## src/rtl/gray_ptr_fifo.sv

```systemverilog
// -----------------------------------------------------------------------------
// gray_ptr_fifo
//
// Single-clock synchronous FIFO whose read and write pointers are held and
// exported as (ADDR_WIDTH+1)-bit Gray codes. Each exported pointer moves by
// exactly one bit per accepted access, which lets downstream Gray decoders and
// future clock-domain-crossing stages sample them safely.
//
// Ports:
//   clk          single clock, all state changes on the rising edge
//   rst          synchronous, active-high reset
//   wr_en        write request; accepted only when not full
//   wr_data      word stored on an accepted write
//   rd_en        read request; accepted only when not empty
//   rd_data      registered read word, valid the cycle after an accepted read
//   full         registered full flag
//   empty        registered empty flag
//   wr_ptr_gray  registered Gray-coded write pointer (wrap bit included)
//   rd_ptr_gray  registered Gray-coded read pointer (wrap bit included)
//   count        registered occupancy, 0 .. 2**ADDR_WIDTH
//   overflow     one-cycle pulse after a write requested while full
//   underflow    one-cycle pulse after a read requested while empty
// -----------------------------------------------------------------------------
module gray_ptr_fifo #(
  parameter int DATA_WIDTH = 8,
  parameter int ADDR_WIDTH = 4
) (
  input  logic                  clk,
  input  logic                  rst,
  input  logic                  wr_en,
  input  logic [DATA_WIDTH-1:0] wr_data,
  input  logic                  rd_en,
  output logic [DATA_WIDTH-1:0] rd_data,
  output logic                  full,
  output logic                  empty,
  output logic [ADDR_WIDTH:0]   wr_ptr_gray,
  output logic [ADDR_WIDTH:0]   rd_ptr_gray,
  output logic [ADDR_WIDTH:0]   count,
  output logic                  overflow,
  output logic                  underflow
);

  localparam int PTR_W = ADDR_WIDTH + 1;
  localparam int DEPTH = 1 << ADDR_WIDTH;

  // Storage: plain array, written and read only from clocked processes so it
  // maps onto block RAM with a registered read port.
  logic [DATA_WIDTH-1:0] mem [DEPTH];

  logic [PTR_W-1:0]      wbin_q, wbin_d;
  logic [PTR_W-1:0]      rbin_q, rbin_d;
  logic [PTR_W-1:0]      wgray_q, wgray_d;
  logic [PTR_W-1:0]      rgray_q, rgray_d;
  logic [PTR_W-1:0]      count_q, count_d;
  logic                  full_q, full_d;
  logic                  empty_q, empty_d;
  logic                  overflow_q, overflow_d;
  logic                  underflow_q, underflow_d;
  logic [DATA_WIDTH-1:0] rd_data_q;

  logic                  wr_accept;
  logic                  rd_accept;

  // ---------------------------------------------------------------------------
  // Next-state logic
  // ---------------------------------------------------------------------------
  always_comb begin
    // Acceptance uses the flags registered before this edge.
    wr_accept   = wr_en && !full_q;
    rd_accept   = rd_en && !empty_q;

    wbin_d      = wbin_q;
    rbin_d      = rbin_q;
    count_d     = count_q;

    if (wr_accept) begin
      wbin_d = wbin_q + PTR_W'(1);
    end
    if (rd_accept) begin
      rbin_d = rbin_q + PTR_W'(1);
    end

    // Simultaneous accepted read and write leave occupancy unchanged.
    case ({wr_accept, rd_accept})
      2'b10:   count_d = count_q + PTR_W'(1);
      2'b01:   count_d = count_q - PTR_W'(1);
      default: count_d = count_q;
    endcase

    wgray_d     = wbin_d ^ (wbin_d >> 1);
    rgray_d     = rbin_d ^ (rbin_d >> 1);

    // Equal Gray pointers mean empty; full is the same address one lap ahead,
    // which in Gray code shows up as the top two bits inverted.
    empty_d     = (wgray_d == rgray_d);
    full_d      = (wgray_d == {~rgray_d[ADDR_WIDTH:ADDR_WIDTH-1],
                               rgray_d[ADDR_WIDTH-2:0]});

    overflow_d  = wr_en && full_q;
    underflow_d = rd_en && empty_q;
  end

  // ---------------------------------------------------------------------------
  // State registers
  // ---------------------------------------------------------------------------
  always_ff @(posedge clk) begin
    if (rst) begin
      wbin_q      <= '0;
      rbin_q      <= '0;
      wgray_q     <= '0;
      rgray_q     <= '0;
      count_q     <= '0;
      full_q      <= 1'b0;
      empty_q     <= 1'b1;
      overflow_q  <= 1'b0;
      underflow_q <= 1'b0;
    end else begin
      wbin_q      <= wbin_d;
      rbin_q      <= rbin_d;
      wgray_q     <= wgray_d;
      rgray_q     <= rgray_d;
      count_q     <= count_d;
      full_q      <= full_d;
      empty_q     <= empty_d;
      overflow_q  <= overflow_d;
      underflow_q <= underflow_d;
    end
  end

  // Memory write port; contents are deliberately not reset.
  always_ff @(posedge clk) begin
    if (!rst && wr_accept) begin
      mem[wbin_q[ADDR_WIDTH-1:0]] <= wr_data;
    end
  end

  // Registered read port; holds its value when no read is accepted. The read
  // uses the pre-edge read pointer, so a same-cycle write into an empty FIFO
  // is never visible here.
  always_ff @(posedge clk) begin
    if (rst) begin
      rd_data_q <= '0;
    end else if (rd_accept) begin
      rd_data_q <= mem[rbin_q[ADDR_WIDTH-1:0]];
    end
  end

  assign rd_data     = rd_data_q;
  assign full        = full_q;
  assign empty       = empty_q;
  assign wr_ptr_gray = wgray_q;
  assign rd_ptr_gray = rgray_q;
  assign count       = count_q;
  assign overflow    = overflow_q;
  assign underflow   = underflow_q;

endmodule

```

## config.mk

```make
export PLATFORM = sky130hd
export DESIGN_NAME = gray_ptr_fifo
export DESIGN_NICKNAME = d
export VERILOG_FILES = /design/src/rtl/gray_ptr_fifo.sv
export SDC_FILE = /design/constraint.sdc
export NUM_CORES = 1
export LEC_CHECK = 0
export ABC_CLOCK_PERIOD_IN_PS = 4450
export CAP_MARGIN = 20
export CORE_MARGIN = 10
export CORE_UTILIZATION = 59
export CTS_BUF_LIST = sky130_fd_sc_hd__clkbuf_16
export CTS_CLUSTER_SIZE = 25
export DETAILED_ROUTE_END_ITERATION = 8
export MAX_ROUTING_LAYER = met4
export PLACE_DENSITY = 0.85
export RECOVER_POWER = 25
export SLEW_MARGIN = 20
export SYNTH_ARGS = -nofsm -noshare
export SYNTH_HDL_FRONTEND = slang
export SYNTH_SLANG_ARGS = --single-unit
```

## constraint.sdc

```tcl
create_clock -name clk -period 4.45 [get_ports clk]
set_input_delay 0.445 -clock clk [delete_from_list [all_inputs] [get_ports clk]]
set_output_delay 0.445 -clock clk [all_outputs]
set_load 0.01 [all_outputs]
```

# Word-level counts from Yosys, hierarchy flattened
# Memories as Yosys holds them, arrays and structs flattened. A register that Yosys moved wholly into a read port is not among the register bits.
# Cells that the tools add are included.
dict set report totals {
  ff_bits 29
  latch_bits 0
  ramBits 128
  rom_bits 0
  word_cells 35
  memories 1
}
# name depth word_bits read_ports rd_ports_with_merged_regs wr line_no
set mem_list {}
lappend mem_list {mem 16 8 1 1 1 48} ;# logic [DATA_WIDTH-1:0] mem [DEPTH];
dict set report op_classes {
  add_sub_neg 4
  n_mul 0
  n_div 0
  magnitude_cmp 0
  eq_ne 4
  n_shift 0
  mux 5
  bitwise_logic 3
  reduce_logical 9
}
# op count
set ops {}
lappend ops {{adder 5 x 1 -> 5 bit, second input constant} 3}
lappend ops {{== test 5 bit} 2}
lappend ops {{2-to-1 mux 5 bit} 2}
lappend ops {{case mux 5 bit (2 select lines)} 1}
lappend ops {{XOR 5 x 4 -> 5 bit} 2}
lappend ops {{logical AND 1 bit} 5}
lappend ops {{subtractor 5 x 1 -> 5 bit, second input constant} 1}
lappend ops {{zero test 1 bit} 3}
lappend ops {{== test 2 x 1 -> 1 bit, second input constant} 1}
lappend ops {{== test 2 bit, second input constant} 1}
lappend ops {{2-to-1 mux 1 bit} 2}
lappend ops {{inverter 2 bit} 1}
lappend ops {{nonzero test 2 bit} 1}

# Depth between registers and ports, before layout
# Gate-level depths: netlist of the first run.
dict set report depth {
  ltp_word 6
  mapped_depth 10
  depth_no_buf 9
}

# Least setup slack after synthesis of the first run
# OpenSTA, ideal clock, no wires.
dict set report synth_path {
  kind {input to register}
  from {in wr_en}
  to {reg count_q[4] (netlist: count[4])}
  setup_time_ns 0.070
  t_arrival_ns 2.249
  required_ns 4.380
  path_slack_ns 2.131
  cell_stages 9
  path_cell_list {nor2b_2 -> inv_1 -> ha_1 -> fa_1 -> a21o_1 -> a21oi_1 -> xor2_1 -> or3_1 -> a21oi_1}
}
dict set report synth_between {
  elab_chain_len 3
}
# element line_no
set synth_rtl {}
lappend synth_rtl {{start, declared} 30} ;# input logic wr_en,
lappend synth_rtl {{logical AND 1 bit (*)} 69} ;# wr_accept = wr_en && !full_q;
lappend synth_rtl {{== test 2 x 1 -> 1 bit / == test 2 bit (equally long branches)} 84} ;# case ({wr_accept, rd_accept})
lappend synth_rtl {{case mux 5 bit (2 select lines) / nonzero test 2 bit (equally long branches)} -}
lappend synth_rtl {{end signal, assigned} 122} ;# count_q <= count_d;
lappend synth_rtl {{end, declared} 54} ;# logic [PTR_W-1:0] count_q, count_d;
# Every way passes the cells marked *; elsewhere a longest branch is shown, timed or not.
# A chain may end at the register's enable or synchronous reset.

# Final worst setup path of the first run
dict set report layout_path {
  from {in rst}
  to {mem mem[9][1], enable pin}
}
dict set report layout_between {
  elab_chain_len 4
}
# element line_no
set layout_rtl {}
lappend layout_rtl {{start, declared} 29} ;# input logic rst,
lappend layout_rtl {{zero test 1 bit} 132} ;# if (!rst && wr_accept) begin
lappend layout_rtl {{logical AND 1 bit} 132}
lappend layout_rtl {{2-to-1 mux 1 bit} 132}
lappend layout_rtl {{2-to-1 mux 1 bit (implied by the code)} 133} ;# mem[wbin_q[ADDR_WIDTH-1:0]] <= wr_data;
lappend layout_rtl {{end, declared} 48}
# Every way passes these cells.

==> impl_metrics.json, run 1 <==
{
  "status": "finished with violations",
  "violations": "capacitance limit, slew limit",
  "grt_pass1_wl_um": 21070,
  "rsz0062_at_grt": "false",
  "cp_max_fo": 36,
  "grt-ovfl-total": 0,
  "cts.sinks": 163,
  "fin_crit_sh": 0.6522,
  "nNetsFinal": 437,
  "maxSlewHeadroom": -0.004085,
  "die_y_um": 125.1,
  "cts_buffers": 17,
  "vias": 3563,
  "synth_nets": 398,
  "yosysTopAreaCellShare": 0.5903,
  "core_region_area_mm2": 0.01084,
  "netlist_area_mm2": 0.006511,
  "finalWirelength_um": 13690,
  "pin_count": 39,
  "hold_class": "reg2reg",
  "slew_viol_final": 36,
  "power.density_mw_per_mm2": 458.9,
  "synth.ff_latch_count": 163,
  "cpMostUsedCell": "nor2_1",
  "place.gp.congestion": 0.8495,
  "path_class": "in2reg",
  "grt_max_degree": 37,
  "synth_area_leaders": "edfxtp_1 59%, dfxtp_1 11%, mux4_1 6.5%, mux4_2 5.5%, nor2_1 2.7%",
  "setup_tns_ns": 0,
  "layout_commonest_cell": "edfxtp_1",
  "maxCapViolCount": 1,
  "cts.htree.levels": 4,
  "wl_per_cell_um": 24.14,
  "max_stage_delay_ns": 0.72,
  "seq_area_mm2": 0.004547,
  "total_power_w": 0.003461,
  "drive_gt1_frac": 0.1429,
  "crit_path_cell_trace": "dlygate4sd3_1 > clkbuf_1 > nor2_1 > nand2_1 > nor2_1",
  "yosys.area.top_type": "edfxtp_1",
  "worst_slew_pin_slew_ns": 1.506,
  "drc_errors": 0,
  "end_kind": "register",
  "fin_crit_ns": 2.902,
  "first_global_vias": 3529,
  "clkTransAtPathRegs_ns": 0.06,
  "p_leak_nw": 2.527,
  "ant_nets": 0,
  "avgSynthCellArea_um2": 17.36,
  "setup_viol": 0,
  "worstSkewPairLatency_ns": 0.42,
  "worstPathArrival_ns": 2.95,
  "cts-resized-gates": 0,
  "rows": 38,
  "post_cts_buffers": 0,
  "mostFrequentLayoutCells": "128 x edfxtp_1, 47 x nor2_1, 33 x dfxtp_1, 32 x clkdlybuf4s50_1, 20 x a21oi_1",
  "ctsHoldBuffers": 0,
  "die_area_mm2": 0.01564,
  "syn2layout_area_growth_pct": 15.85,
  "cp_slowest_cell": "nor2_1",
  "peakVddDrop_uv": 294.6,
  "multi_input_area_mm2": 0.001809,
  "syn_inst": 375,
  "diodes": 0,
  "ys_types": 39,
  "cp_data_required_time_ns": 4.49,
  "cts-root-buf": "clkbuf_16",
  "report.final.hold_viol_count": 0,
  "clock_skew_ns": 0.009666,
  "synth_seq_area_share": 0.6979,
  "worst_setup_path_start_kind": "primary input",
  "utilization": 0.6959,
  "grt_use_total": 0.1806,
  "dp_hpwl_um": 8275,
  "clockBufferDepth": 2,
  "via_per_inst": 6.284,
  "antenna_found_initial": 0,
  "drtPass1Iterations": 5,
  "fillers": 622,
  "io_buffers": 38,
  "yosysWarnings": 0,
  "max_freq_ghz": 0.3446,
  "tritoncts": "built",
  "die_x_um": 125.1,
  "initial_core_util": 0.6006,
  "drtIter0Drc": 445
}
## report_power, final
part | leakage [nW] | switching, W | internal (W)
clock network | 0.279 | 0.000614 | 0.000784
registers | 1.44 | 0.0000414 | 0.00168
logic | 0.809 | 0.000170 | 0.000174
## critical path, delay by kind of cell
family                 cells  cell delay [ns]
and+or+nand+nor            3             1.37
buffers and inverters      2             1.12
## metrics by stage
| stage | area (um2) | cells | hold WS [ns] | worst slack (ns) |
|---|---|---|---|---|
| 6_report | 7543 | 567 | 0.4776 | 1.548 |
| 5_1_grt | 7543 | 567 | 0.5090 | 1.365 |
| 4_1_cts | 7537 | 567 | 0.4741 | 1.615 |
| 3_3_place_gp | 6942 | 534 | 0.4634 | 1.321 |
| 2_1_floorplan | 6511 | 375 | 0.4746 | 2.131 |
| 3_5_place_dp | 6962 | 535 | 0.4653 | 1.193 |
## Yosys cell counts (all sizes together)
cell type	count
fa	1
nand2b	3
nand3b	2
nor3	4
ha	10
nand2	7
inv	4
a22oi	16
edfxtp	128
a21oi	20
and2	1
dfxtp	35
o21ai	1
and4bb	1
clkbuf	8
mux4	32
xor2	8
mux2i	4
buf	14
or3	1
nor2b	3
and3	1
a21o	2
nand4	4
a31o	1
xnor2	17
nor2	47
## state kept, by name (all words and copies together) (netlist names)
name / flops
overflow: 1
rbin_q: 5
count: 5
wbin_q: 5
rd_data: 8
mem: 128
underflow: 1
rd_ptr_gray: 4
empty: 1
full: 1
wr_ptr_gray: 4
## final cells by class
type | instances | share of cell area
Timing Repair Buffer | 42 | 0.05556
Clock inverter | 15 | 0.01990
Clock buffer | 17 | 0.05639
Inverter | 4 | 0.002322
Sequential cell | 163 | 0.6028
Tap cell | 140 | 0.02322
Multi-Input combinational cell | 186 | 0.2398
## worst paths after layout
path                    startpoint                    end  slack (ns)  cells after the start
hold reg to reg   empty$_SDFF_PP1_   underflow$_SDFF_PP0_        0.48                      2
setup reg to reg  empty$_SDFF_PP1_  count[4]$_SDFFE_PP0P_        1.62                      9
hold / removal    empty$_SDFF_PP1_   underflow$_SDFF_PP0_        0.48                      2
setup / recovery               rst    mem[9][1]$_DFFE_PP_        1.55                      5
## cells by family (layout without fill, tap and decap cells)
family	count (synthesis)	count (layout)	share of synthesized area
AOI/OAI and AO/OA	40	40	0.03824
xor gates and xnor gates	25	25	0.03593
adders and majority gates	11	11	0.02229
buffers and inverters	26	78	0.02575
DFF	163	163	0.6979
muxes	36	36	0.1286
and+or+nand+nor	74	74	0.05131
## per-layer routing
| metal | part of all wire | vias up | routed length (um) | GRT usage |
|---|---|---|---|---|
| met4 | 0.021 | 0 | 291 | 0.06098 |
| met2 | 0.51 | 216 | 6919 | 0.2786 |
| li1 | - | 1526 | - | - |
| met1 | 0.39 | 1786 | 5300 | 0.2298 |
| met3 | 0.086 | 35 | 1176 | 0.04563 |
| met5 | 0 | - | 0 | - |
Power figures use the tool's default switching activity.
==> run 2: changes to the inputs <==
--- a/config.mk
+++ b/config.mk
@@ -5,7 +5,7 @@
 export SDC_FILE = /design/constraint.sdc
 export NUM_CORES = 1
 export LEC_CHECK = 0
-export ABC_CLOCK_PERIOD_IN_PS = 4450
+export ABC_CLOCK_PERIOD_IN_PS = 2800
 export CAP_MARGIN = 20
 export CORE_MARGIN = 10
 export CORE_UTILIZATION = 59
==> constraint.sdc (replaced) <==
create_clock -name clk -period 2.8 [get_ports clk]
set_input_delay 0.28 -clock clk [delete_from_list [all_inputs] [get_ports clk]]
set_output_delay 0.28 -clock clk [all_outputs]
set_load 0.01 [all_outputs]
==> run 2 against run 1 <==
  * The run still ends with capacitance limit, slew limit left
  * Hold slack better by 0.0075 ns
  * Die area unchanged
  * Sequential power up 58%
  * Cell count up 3.2%
  * Clock power up 60%
  * Critical endpoint is now count[4]$_SDFFE_PP0P_
  * Largest power group unchanged
==> impl_metrics.json, run 2 (synthesized netlist as in run 1, its figures left out) <==
{
  "rsz0062_at_grt": "false",
  "maxCapViolCount": 1,
  "cts.sinks": 163,
  "grt_max_degree": 36,
  "report.final.hold_viol_count": 0,
  "syn2layout_area_growth_pct": 17.72,
  "power.density_mw_per_mm2": 719.6,
  "die_y_um": 125.1,
  "clockBufferDepth": 2,
  "setup_tns_ns": 0,
  "finalWirelength_um": 13190,
  "cts.htree.levels": 4,
  "nNetsFinal": 455,
  "wl_per_cell_um": 22.54,
  "first_global_vias": 3553,
  "place.gp.congestion": 0.8004,
  "p_leak_nw": 2.614,
  "worst_hold_slack_ns": 0.4851,
  "r2r_setup_slack_ns": 0.46,
  "rows": 38,
  "end_kind": "register",
  "fin_crit_sh": 0.8351,
  "die_area_mm2": 0.01564,
  "ctsHoldBuffers": 0,
  "worst_slew_pin_slew_ns": 1.535,
  "hold_depth": 3,
  "clock_skew_ns": 0.005896,
  "timing.rr.start": "empty$_SDFF_PP1_",
  "cp_max_fo": 5,
  "whs_endpoint": "underflow$_SDFF_PP0_",
  "antenna_found_initial": 0,
  "path_class": "reg2reg",
  "diodes": 0,
  "cts-root-buf": "clkbuf_16",
  "pin_count": 39,
  "cts-resized-gates": 0,
  "cts_buffers": 17,
  "tritoncts": "built",
  "mostFrequentLayoutCells": "128 x edfxtp_1, 47 x nor2_1, 34 x dfxtp_1, 31 x clkdlybuf4s50_1",
  "drtIter0Drc": 454,
  "grt_pass1_wl_um": 20580,
  "via_per_inst": 6.010,
  "maxSlewHeadroom": -0.02364,
  "die_x_um": 125.1,
  "worst_setup_path_start_kind": "register",
  "layout_commonest_cell": "edfxtp_1",
  "fillers": 612,
  "io_buffers": 38,
  "clkTransAtPathRegs_ns": 0.07,
  "dp_hpwl_um": 8082,
  "total_power_w": 0.005515,
  "initial_core_util": 0.6006,
  "grt-ovfl-total": 0,
  "ant_nets": 0,
  "cp_data_required_time_ns": 3.14,
  "largest_reg_flops": 128,
  "vias": 3516,
  "worstPathArrival_ns": 2.68,
  "fin_crit_ns": 2.338,
  "peakVddDrop_uv": 489.4,
  "setup_viol": 0,
  "post_cts_buffers": 0,
  "max_freq_ghz": 0.4277,
  "violations": "capacitance limit, slew limit",
  "utilization": 0.7071,
  "status": "finished with violations",
  "drive_gt1_frac": 0.1730,
  "grt_use_total": 0.1766,
  "worstSkewPairLatency_ns": 0.42,
  "hold_start": "rd_en",
  "hold_class": "in2reg",
  "r2r_end": "count[4]$_SDFFE_PP0P_",
  "rr_worst_depth": 9,
  "core_region_area_mm2": 0.01084,
  "slew_viol_final": 36,
  "drtPass1Iterations": 6,
  "drc_errors": 0
}
-- run 2: per-stage QoR --
stage	cell area, um2	instances	setup WS [ns]
3_5_place_dp	7096	553	0.1057
5_1_grt	7665	585	0.2727
4_1_cts	7669	585	0.4796
2_1_floorplan	6511	375	0.5396
6_report	7665	585	0.4617
3_3_place_gp	7096	553	0.1832
-- run 2: worst max-delay path: stages (launching register included) --
cell and delay, ns:
dfxtp_1 0.37, nand2b_1 0.20, inv_4 0.07, ha_1 0.28
fa_1 0.43, a21o_1 0.19, a21oi_1 0.16, xor2_1 0.09
or3_1 0.31, a21oi_1 0.14
-- run 2: cell type report --
cell class / instances / area (um2) / area share
clock buffers: 17 / 425.4 / 0.05550
flip-flops and latches: 163 / 4546 / 0.5930
well taps: 140 / 175.2 / 0.02285
multi-input cells: 186 / 1799 / 0.2347
clock inverters: 15 / 147.6 / 0.01926
repair buffers: 60 / 554.3 / 0.07231
inverters: 4 / 17.52 / 0.002285
-- run 2: layer usage --
layer | global-route usage | vias up | part of all wire
li1 | - | 1562 | -
met1 | 0.2229 | 1790 | 0.41
met2 | 0.2749 | 145 | 0.51
met3 | 0.04140 | 19 | 0.068
met4 | 0.06369 | 0 | 0.015
met5 | - | - | 0
-- run 2: worst max-delay path by stage --
stage	from	endpoint	slack, ns	depth (start not counted)
after global routing	empty$_SDFF_PP1_	count[4]$_SDFFE_PP0P_	0.27	9
after floorplan	empty$_SDFF_PP1_	count[4]$_SDFFE_PP0P_	0.54	10
after CTS	empty$_SDFF_PP1_	count[4]$_SDFFE_PP0P_	0.48	9
after global placement	wr_en	count[4]$_SDFFE_PP0P_	0.18	10
final	empty$_SDFF_PP1_	count[4]$_SDFFE_PP0P_	0.46	9
after detailed placement	wr_en	count[4]$_SDFFE_PP0P_	0.11	10
-- run 2: report_power, final --
group	internal [W]	switching, W	leakage, nW
logic	0.000281	0.000282	0.896
clock network	0.00125	0.000990	0.279
registers	0.00267	0.0000470	1.44
total	0.00420	0.00132	2.61
==> run 3: changes to the inputs <==
--- a/config.mk
+++ b/config.mk
@@ -5,15 +5,15 @@
 export SDC_FILE = /design/constraint.sdc
 export NUM_CORES = 1
 export LEC_CHECK = 0
-export ABC_CLOCK_PERIOD_IN_PS = 2800
+export ABC_CLOCK_PERIOD_IN_PS = 2100
 export CAP_MARGIN = 20
 export CORE_MARGIN = 10
-export CORE_UTILIZATION = 59
+export CORE_UTILIZATION = 53
 export CTS_BUF_LIST = sky130_fd_sc_hd__clkbuf_16
 export CTS_CLUSTER_SIZE = 25
 export DETAILED_ROUTE_END_ITERATION = 8
 export MAX_ROUTING_LAYER = met4
-export PLACE_DENSITY = 0.85
+export PLACE_DENSITY = 0.81
 export RECOVER_POWER = 25
 export SLEW_MARGIN = 20
 export SYNTH_ARGS = -nofsm -noshare
==> constraint.sdc (replaced) <==
create_clock -name clk -period 2.1 [get_ports clk]
set_input_delay 0.21 -clock clk [delete_from_list [all_inputs] [get_ports clk]]
set_output_delay 0.21 -clock clk [all_outputs]
set_load 0.01 [all_outputs]
==> run 3 against run 2 <==
  * The flow now finishes without violations
  * Largest cell class unchanged
  * Via count is 0.17% higher
  * Worst setup slack worse by 0.37 ns
  * Non-clock buffer count increased by 20
  * Critical endpoint unchanged
  * Cell count increased by 4.6%
==> impl_metrics.json, run 3 (synthesized netlist as in run 1, its figures left out) <==
{
  "status": "finished, final reports clean",
  "rr_worst_depth": 9,
  "cts.sinks": 163,
  "cp_data_required_time_ns": 2.45,
  "clkTransAtPathRegs_ns": 0.06,
  "rows": 40,
  "worst_setup_path_start_kind": "register",
  "initial_core_util": 0.5421,
  "layout_commonest_cell": "edfxtp_1",
  "p_seq_frac": 0.485,
  "vias": 3522,
  "drtIter0Drc": 360,
  "maxSlewHeadroom": 0.5884,
  "max_freq_ghz": 0.4980,
  "first_global_vias": 3722,
  "p_sw_w": 0.001713,
  "ant_nets": 0,
  "wl_per_cell_um": 21.32,
  "multi_input_area_mm2": 0.001831,
  "clockBufferDepth": 2,
  "utilization": 0.6549,
  "ctsHoldBuffers": 0,
  "mostFrequentLayoutCells": "128 x edfxtp_1, 47 x nor2_1, 41 x buf_4, 33 x dfxtp_1, 31 x clkdlybuf4s50_1",
  "clock_skew_ns": 0.006074,
  "p_leak_nw": 2.727,
  "setup_viol": 0,
  "cp_max_fo": 4,
  "p_int_w": 0.005751,
  "pin_count": 39,
  "io_buffers": 38,
  "drtPass1Iterations": 5,
  "finalWirelength_um": 13050,
  "worstPathArrival_ns": 2.36,
  "r2r_setup_slack_ns": 0.09,
  "fillers": 782,
  "via_per_inst": 5.755,
  "largest_reg_flops": 128,
  "die_y_um": 130.8,
  "fin_crit_sh": 0.9562,
  "grt_use_total": 0.1682,
  "combPwrFrac": 0.109,
  "die_x_um": 130.8,
  "end_kind": "register",
  "antenna_found_initial": 0,
  "rsz0062_at_grt": "false",
  "core_region_area_mm2": 0.01201,
  "hold_depth": 2,
  "p_sw_frac": 0.2295,
  "cts_buffers": 17,
  "path_class": "reg2reg",
  "diodes": 0,
  "place.gp.congestion": 0.7933,
  "fin_crit_ns": 2.008,
  "peakVddDrop_uv": 547.4,
  "drive_gt1_frac": 0.2151,
  "syn2layout_area_growth_pct": 20.81,
  "nNetsFinal": 475,
  "clkPwrFrac": 0.406,
  "tritoncts": "built",
  "post-place-cells": 580,
  "cts.htree.levels": 4,
  "worstSkewPairLatency_ns": 0.42,
  "hold_class": "reg2reg",
  "die_area_mm2": 0.01712,
  "grt_pass1_wl_um": 20650,
  "grt-ovfl-total": 0,
  "grt_max_degree": 36,
  "seq_area_mm2": 0.004547,
  "power.density_mw_per_mm2": 948.9,
  "cts-root-buf": "clkbuf_16",
  "maxCapViolCount": 0,
  "report.final.hold_viol_count": 0,
  "fin_cells": 612,
  "slew_viol_final": 0,
  "dp_hpwl_um": 8239,
  "worst_slew_pin_slew_ns": 0.6151,
  "drc_errors": 0
}
-- run 3: changes by cell type in the layout (fill, tap and decap cells not counted), sizes merged --
cell	previous run	this run
bufinv	1	2
clkbuf	18	17
inv	11	10
buf	21	42
-- run 3: cell type report --
class,count,area share
Clock inverter,15,0.01956
Inverter,4,0.002227
Clock buffer,17,0.05408
Multi-Input combinational cell,186,0.2327
Tap cell,147,0.02338
Sequential cell,163,0.5780
Timing Repair Buffer,80,0.09003
-- run 3: worst paths after layout --
path,endpoint,from
setup / recovery,count[4]$_SDFFE_PP0P_,full$_SDFF_PP0_
hold / removal,underflow$_SDFF_PP0_,empty$_SDFF_PP1_
setup reg to reg,count[4]$_SDFFE_PP0P_,full$_SDFF_PP0_
hold reg to reg,underflow$_SDFF_PP0_,empty$_SDFF_PP1_
-- run 3: per-stage QoR --
stage               hold slack [ns]  cell area (um2)  power (W)  setup TNS, ns  setup WS (ns)
global placement             0.4478             7276   0.004465        -0.2766        -0.2766
floorplan                    0.3089             6533   0.004188              0        0.03739
CTS                          0.4564             7855   0.007515              0        0.07017
global route                 0.4818             7866   0.007727              0       0.005092
detailed placement           0.4534             7276   0.004493        -0.3771        -0.3152
finish                       0.4639             7866   0.007464              0        0.09190
-- run 3: worst max-delay path, cell delays in order (launching register included) --
cell and delay (ns):
dfxtp_1 0.34, nor2b_4 0.12, inv_1 0.09, ha_4 0.19, fa_2 0.33, a21o_1 0.19, a21oi_2 0.14, xor2_1 0.08
or3_1 0.31, a21oi_1 0.14
-- run 3: per-layer routing --
layer / vias up / wire, um / track usage
met4: 0 / 233 / 0.06736
met5: - / 0 / -
met1: 1760 / 5210 / 0.1964
met2: 140 / 6861 / 0.2771
li1: 1600 / - / -
met3: 22 / 741 / 0.03989
-- run 3: power by group through the flow --
stage | Clock [W] | Combinational, W | Sequential, W
after global placement | 0 | 0.000784 | 0.00368
after floorplan | 0 | 0.000492 | 0.00370
after CTS | 0.00307 | 0.000821 | 0.00362
after detailed placement | 0 | 0.000806 | 0.00369
after global routing | 0.00321 | 0.000888 | 0.00363
final | 0.00303 | 0.000814 | 0.00362
-- run 3: what timing repair did --
| action | CTS | global route |
|---|---|---|
| setup endpoints to repair | 0 | 1 |
| setup buffers | 0 | 0 |
| gates resized for setup | 0 | 2 |
